<file path="config.mk">
export PLATFORM = sky130hd
export DESIGN_NAME = ifu
export DESIGN_NICKNAME = d
export VERILOG_FILES = /design/src/rtl/ifu.sv
export SDC_FILE = /design/constraint.sdc
export NUM_CORES = 1
export LEC_CHECK = 0
export CAP_MARGIN = 40
export CORE_ASPECT_RATIO = 1.2
export CORE_MARGIN = 3
export CORE_UTILIZATION = 50
export CTS_CLUSTER_DIAMETER = 80
export DETAILED_ROUTE_END_ITERATION = 7
export PLACE_DENSITY = 0.78
export SYNTH_ARGS = -nofsm -noshare
export SYNTH_HDL_FRONTEND = slang
export SYNTH_SLANG_ARGS = --single-unit
export TNS_END_PERCENT = 50
</file>
<file path="constraint.sdc">
create_clock -name clk -period 3.4 [get_ports clk]
set_input_delay 0.51 -clock clk [delete_from_list [all_inputs] [get_ports clk]]
set_output_delay 0.51 -clock clk [all_outputs]
set_load 0.02 [all_outputs]
</file>
<file path="src/rtl/ifu.sv">
// ifu: instruction fetch unit. Owns the PC, keeps at most one instruction-memory
// read in flight and drives the registered instruction/address pair for decode.
// Optional feature macro: IFU_ALIGN_CHECK_EN adds misaligned-redirect detection,
// a terminal S_HALT state and the fetch_misalign_o port.
module ifu #(
  parameter logic [31:0] RESET_PC = 32'h8000_0000
) (
  input  logic        clk,
  input  logic        rst_n,
  output logic        imem_req_valid,
  output logic [31:0] imem_req_addr,
  input  logic        imem_req_ready,
  input  logic        imem_rsp_valid,
  input  logic [31:0] imem_rsp_data,
  input  logic        redirect_valid,
  input  logic [31:0] redirect_pc,
  input  logic        stall,
  output logic [31:0] inst_o,
  output logic [31:0] inst_addr_o,
  output logic        inst_valid_o
`ifdef IFU_ALIGN_CHECK_EN
  ,
  output logic        fetch_misalign_o
`endif
);

  localparam logic [31:0] NOP = 32'h0000_0013;

  typedef enum logic [1:0] {
    S_REQ  = 2'd0,
    S_WAIT = 2'd1,
    S_BUF  = 2'd2
`ifdef IFU_ALIGN_CHECK_EN
    ,
    S_HALT = 2'd3
`endif
  } state_t;

  state_t      state;
  state_t      next_state;
  logic [31:0] pc;
  logic [31:0] pend_addr;
  logic        discard;
  logic [31:0] buf_inst;
  logic [31:0] buf_addr;

  logic        slot_free;
  logic        halted;
  logic        redir;
  logic        outstanding;
  logic [31:0] target;

  // Decode has taken (or never had) the current output, so it may be replaced.
  assign slot_free = !inst_valid_o || !stall;

  // A request is in flight past this edge if we are waiting with no response
  // arriving now, or memory accepts one this very cycle.
  assign outstanding = (state == S_WAIT && !imem_rsp_valid) ||
                       (state == S_REQ && imem_req_ready);

`ifdef IFU_ALIGN_CHECK_EN
  logic misalign;
  assign target   = redirect_pc;
  assign misalign = redirect_valid && (redirect_pc[1:0] != 2'b00);
  assign halted   = (state == S_HALT);
`else
  assign target   = redirect_pc & 32'hFFFF_FFFC;
  assign halted   = 1'b0;
`endif

  // Once halted the unit is frozen until reset, redirects included.
  assign redir = redirect_valid && !halted;

  // State register.
  always_ff @(posedge clk) begin
    if (!rst_n) begin
      state <= S_REQ;
    end else begin
      state <= next_state;
    end
  end

  // Next-state logic; a redirect overrides normal sequencing.
  always_comb begin
    next_state = state;
    if (redir) begin
`ifdef IFU_ALIGN_CHECK_EN
      if (misalign) begin
        next_state = S_HALT;
      end else if (outstanding) begin
        next_state = S_WAIT;
      end else begin
        next_state = S_REQ;
      end
`else
      if (outstanding) begin
        next_state = S_WAIT;
      end else begin
        next_state = S_REQ;
      end
`endif
    end else begin
      case (state)
        S_REQ:   if (imem_req_ready) next_state = S_WAIT;
        S_WAIT:  if (imem_rsp_valid) next_state = (discard || slot_free) ? S_REQ : S_BUF;
        S_BUF:   if (!stall) next_state = S_REQ;
        default: next_state = state;
      endcase
    end
  end

  // Memory request outputs; request is suppressed while reset is held.
  always_comb begin
    imem_req_valid = rst_n && (state == S_REQ);
    imem_req_addr  = pc;
  end

  // PC, pending address, discard flag, skid buffer and decode output register.
  always_ff @(posedge clk) begin
    if (!rst_n) begin
      pc           <= RESET_PC;
      pend_addr    <= '0;
      discard      <= 1'b0;
      buf_inst     <= '0;
      buf_addr     <= '0;
      inst_o       <= NOP;
      inst_addr_o  <= '0;
      inst_valid_o <= 1'b0;
    end else if (redir) begin
      pc           <= target;
      inst_o       <= NOP;
      inst_valid_o <= 1'b0;
      discard      <= outstanding;
      if (state == S_REQ && imem_req_ready) pend_addr <= pc;
    end else begin
      case (state)
        S_REQ: begin
          if (imem_req_ready) pend_addr <= pc;
          if (slot_free) begin
            inst_o       <= NOP;
            inst_valid_o <= 1'b0;
          end
        end
        S_WAIT: begin
          if (imem_rsp_valid) begin
            if (discard) begin
              discard <= 1'b0;
              if (slot_free) begin
                inst_o       <= NOP;
                inst_valid_o <= 1'b0;
              end
            end else if (slot_free) begin
              inst_o       <= imem_rsp_data;
              inst_addr_o  <= pend_addr;
              inst_valid_o <= 1'b1;
              pc           <= pend_addr + 32'd4;
            end else begin
              buf_inst <= imem_rsp_data;
              buf_addr <= pend_addr;
              pc       <= pend_addr + 32'd4;
            end
          end else if (slot_free) begin
            inst_o       <= NOP;
            inst_valid_o <= 1'b0;
          end
        end
        S_BUF: begin
          if (!stall) begin
            inst_o       <= buf_inst;
            inst_addr_o  <= buf_addr;
            inst_valid_o <= 1'b1;
          end
        end
        default: begin
          if (slot_free) begin
            inst_o       <= NOP;
            inst_valid_o <= 1'b0;
          end
        end
      endcase
    end
  end

`ifdef IFU_ALIGN_CHECK_EN
  // Sticky misaligned-redirect flag, cleared only by reset.
  always_ff @(posedge clk) begin
    if (!rst_n) begin
      fetch_misalign_o <= 1'b0;
    end else if (redir && misalign) begin
      fetch_misalign_o <= 1'b1;
    end
  end
`endif

endmodule

</file>
==> impl_metrics.json <==
{
  "power_frac_comb_pct": 11.3,
  "crit_path_start_kind": "flop",
  "grt_pass1_vias": 7339,
  "viasPerCell": 5.60,
  "clk_pin_slew_worst_paths_ns": 0.07,
  "crit_slowest_cell": "or4_1",
  "clockRootBuffer": "clkbuf_16",
  "drive_above_1_share_pct": 5.28,
  "post-route-period-util_pct": 75.9,
  "nFillCells": 1347,
  "ios": 168,
  "p_total_w": 0.00499,
  "p_per_area_nw_per_um2": 471,
  "drcViolationCount": 0,
  "gp_congestion": 0.837,
  "worstPathMaxFanout": 12,
  "cpPeakStageDelay_ns": 0.87,
  "crit_chain": "ha_1 -> nand4_1 -> or4_1 -> o21a_1 -> o21ai_0 -> a21oi_1",
  "async_flop_share_pct": 0,
  "fin_nets": 1197,
  "slew_headroom_pct": 51.2,
  "min_path_type": "reg -> reg",
  "syn_avg_cell_area_um2": 8.17,
  "clockPowerShare_pct": 40.0,
  "syn_inst": 1010,
  "status": "finished, final reports clean",
  "slew_violations": 0,
  "final_area_um2": 10600,
  "ys_top_cells_by_area": "dfxtp_1 48%, nand2_1 11%, a21oi_1 7.8%, mux2i_1 4.2%, clkbuf_1 3.2%",
  "required_ns": 3.70,
  "place_hpwl_mm": 14.4,
  "setup_tns_ns": 0,
  "yosys_warnings": 0,
  "antenna_left": 0,
  "n_antenna_cell": 0,
  "die-width_um": 123,
  "critical_path_class": "reg -> reg",
  "h-tree-depth": 4,
  "min_path_cells": 2,
  "setup_viol": 0,
  "p_sw_w": 0.00124,
  "postCtsSetupBuffers": 0,
  "grt_use_total_pct": 25.1,
  "p_leak_nw": 3.34,
  "p_sw_share_pct": 24.9,
  "fmax_ghz": 0.387,
  "dieHeight_um": 147,
  "netlist.area_leader.share_pct": 47.6,
  "grt_first_pass_wirelength_mm": 36.5,
  "ir_worst_vdd_uv": 361,
  "p_int_w": 0.00375,
  "ys_seq_elements": 196,
  "fin_util_pct": 66.6,
  "io_buffers": 165,
  "synth-edff-count": 0,
  "synth_ff_type": "dfxtp_1",
  "antenna_found_initial": 0,
  "core-area_um2": 15900,
  "crit_buf_inv": 0,
  "arrival_ns": 2.88,
  "layout.cells.non_filler": 1344,
  "max_cap_viol_count": 0,
  "clock_latency_ns": 0.43,
  "yosysTopAreaCell": "dfxtp_1",
  "p_seq_share_pct": 48.6,
  "rsz0062_at_grt": "no",
  "grt-ovfl-total": 0,
  "clk_path_buf_depth": 2,
  "numCtsBuffers": 17,
  "cts_sinks": 196,
  "end_kind": "flop",
  "syn-cell-area_um2": 8250,
  "rows": 50,
  "worst_pin_slew_ns": 0.733,
  "ys_seq_area_share_pct": 47.6,
  "wl_mm": 22.3,
  "dieArea_um2": 18100,
  "crit_cells": 6,
  "period_minus_slack_ns": 2.58,
  "routedWlPerCell_um": 16.6,
  "area_delta_synth_final_pct": 28.4,
  "final_hold_viol_count": 0,
  "dpl-instance-area_um2": 10000,
  "cts_tree": "yes",
  "crit_family": "simple AND/OR/NAND/NOR gates",
  "initial_core_util_pct": 51.9,
  "ctsHoldBuffers": 0,
  "grt_max_degree": 83,
  "num_vias": 7533,
  "dp_cells": 1312,
  "firstDrtPassIters": 5,
  "drtIter0Drc": 653,
  "rr_worst_depth": 6,
  "netlist-cell-type-count": 48,
  "finClkSkew_ns": 0.00692,
  "syn-num-nets": 1084,
  "ctsResizeCount": 0
}
cell usage in the layout, fill, tap and decap left out, types with 6 or more instances in the layout:
master	n
nand2_1	234
dfxtp_1	196
clkdlybuf4s50_1	164
a21oi_1	129
nor2_1	65
mux2i_1	35
a211oi_1	35
a22oi_1	32
o21ai_0	31
o2bb2ai_1	29
nand3_1	20
clkbuf_16	17
buf_4	16
nor3_1	12
xnor2_1	9
inv_1	8
o21a_1	7
o22ai_1	6
xor2_1	6
layer usage:
layer  global-route usage (%)  wire length (um)  vias to the layer above
li1                         -                 -                     3730
met1                     30.6              9240                     3498
met2                     41.4             10700                      259
met3                     7.09              1800                       46
met4                     9.70               617                        0
met5                        0                 0                        -
kinds of logic (layout without fill, tap and decap cells):
group / Yosys count / count (layout) / synth area share [%]
xor gates and xnor gates: 15 / 15 / 1.59
and+or+nand+nor: 375 / 375 / 19.5
adders and majority gates: 4 / 4 / 0.607
muxes: 36 / 36 / 4.38
AOI/OAI and AO/OA: 285 / 285 / 21.5
DFF: 196 / 196 / 47.6
buffers and inverters: 99 / 225 / 4.79
sequential cells by signal (all words and copies together), names as in the netlist:
| signal | flops |
|---|---|
| discard | 1 |
| buf_addr | 32 |
| inst_o | 32 |
| buf_inst | 32 |
| imem_req_addr | 32 |
| state | 2 |
| inst_valid_o | 1 |
| inst_addr_o | 32 |
| pend_addr | 32 |
through the flow:
| step | hold slack [ns] | worst slack [ns] |
|---|---|---|
| 2_1_floorplan | 0.436 | 1.26 |
| 3_3_place_gp | 0.441 | 0.823 |
| 3_5_place_dp | 0.445 | 0.810 |
| 4_1_cts | 0.456 | 0.859 |
| 5_1_grt | 0.474 | 0.660 |
| 6_report | 0.452 | 0.818 |
synth_stat cells (3+ instances only):
cell type	count
a211oi_1	35
a21oi_1	129
a221oi_1	4
a22oi_1	32
and4_1	4
buf_1	5
buf_2	12
clkbuf_1	71
dfxtp_1	196
ha_1	4
inv_1	8
mux2i_1	35
nand2_1	234
nand2b_1	3
nand3_1	21
nand4_1	4
nor2_1	67
nor2b_1	5
nor3_1	12
nor3b_1	5
nor4_1	5
o211ai_1	5
o21a_1	7
o21ai_0	31
o22ai_1	6
o2bb2ai_1	29
or4_1	3
xnor2_1	9
xor2_1	6
cell type report:
cell class                      instances  area [um2]  area share [%]
Multi-Input combinational cell        715        3960            37.4
Timing Repair Buffer                  184        1830            17.3
Tap cell                              208         260            2.46
Clock buffer                           21         460            4.35
Sequential cell                       196        3920            37.1
Clock inverter                         11         124            1.17
Inverter                                9        36.3           0.343
power groups by stage:
stage / logic, W / registers [W] / clock network (W)
6_report: 0.000565 / 0.00243 / 0.00200
5_1_grt: 0.000616 / 0.00244 / 0.00212
4_1_cts: 0.000569 / 0.00243 / 0.00203
3_5_place_dp: 0.000565 / 0.00248 / 0
3_3_place_gp: 0.000557 / 0.00248 / 0
2_1_floorplan: 0.000244 / 0.00252 / 0
final timing paths:
kind                startpoint           endpoint  slack, ns
setup / recovery  pend_addr[2]  imem_req_addr[22]       0.82
hold reg to reg   buf_addr[25]       buf_addr[25]       0.45
setup reg to reg  pend_addr[2]  imem_req_addr[22]       0.82
hold / removal    buf_addr[25]       buf_addr[25]       0.45
worst register-to-register path, stage by stage (launching register included):
cell and delay (ns):
dfxtp_1 0.46, ha_1 0.27, nand4_1 0.31, or4_1 0.87, o21a_1 0.28, o21ai_0 0.18, a21oi_1 0.09
No activity file was read; power rests on OpenSTA's default activity.
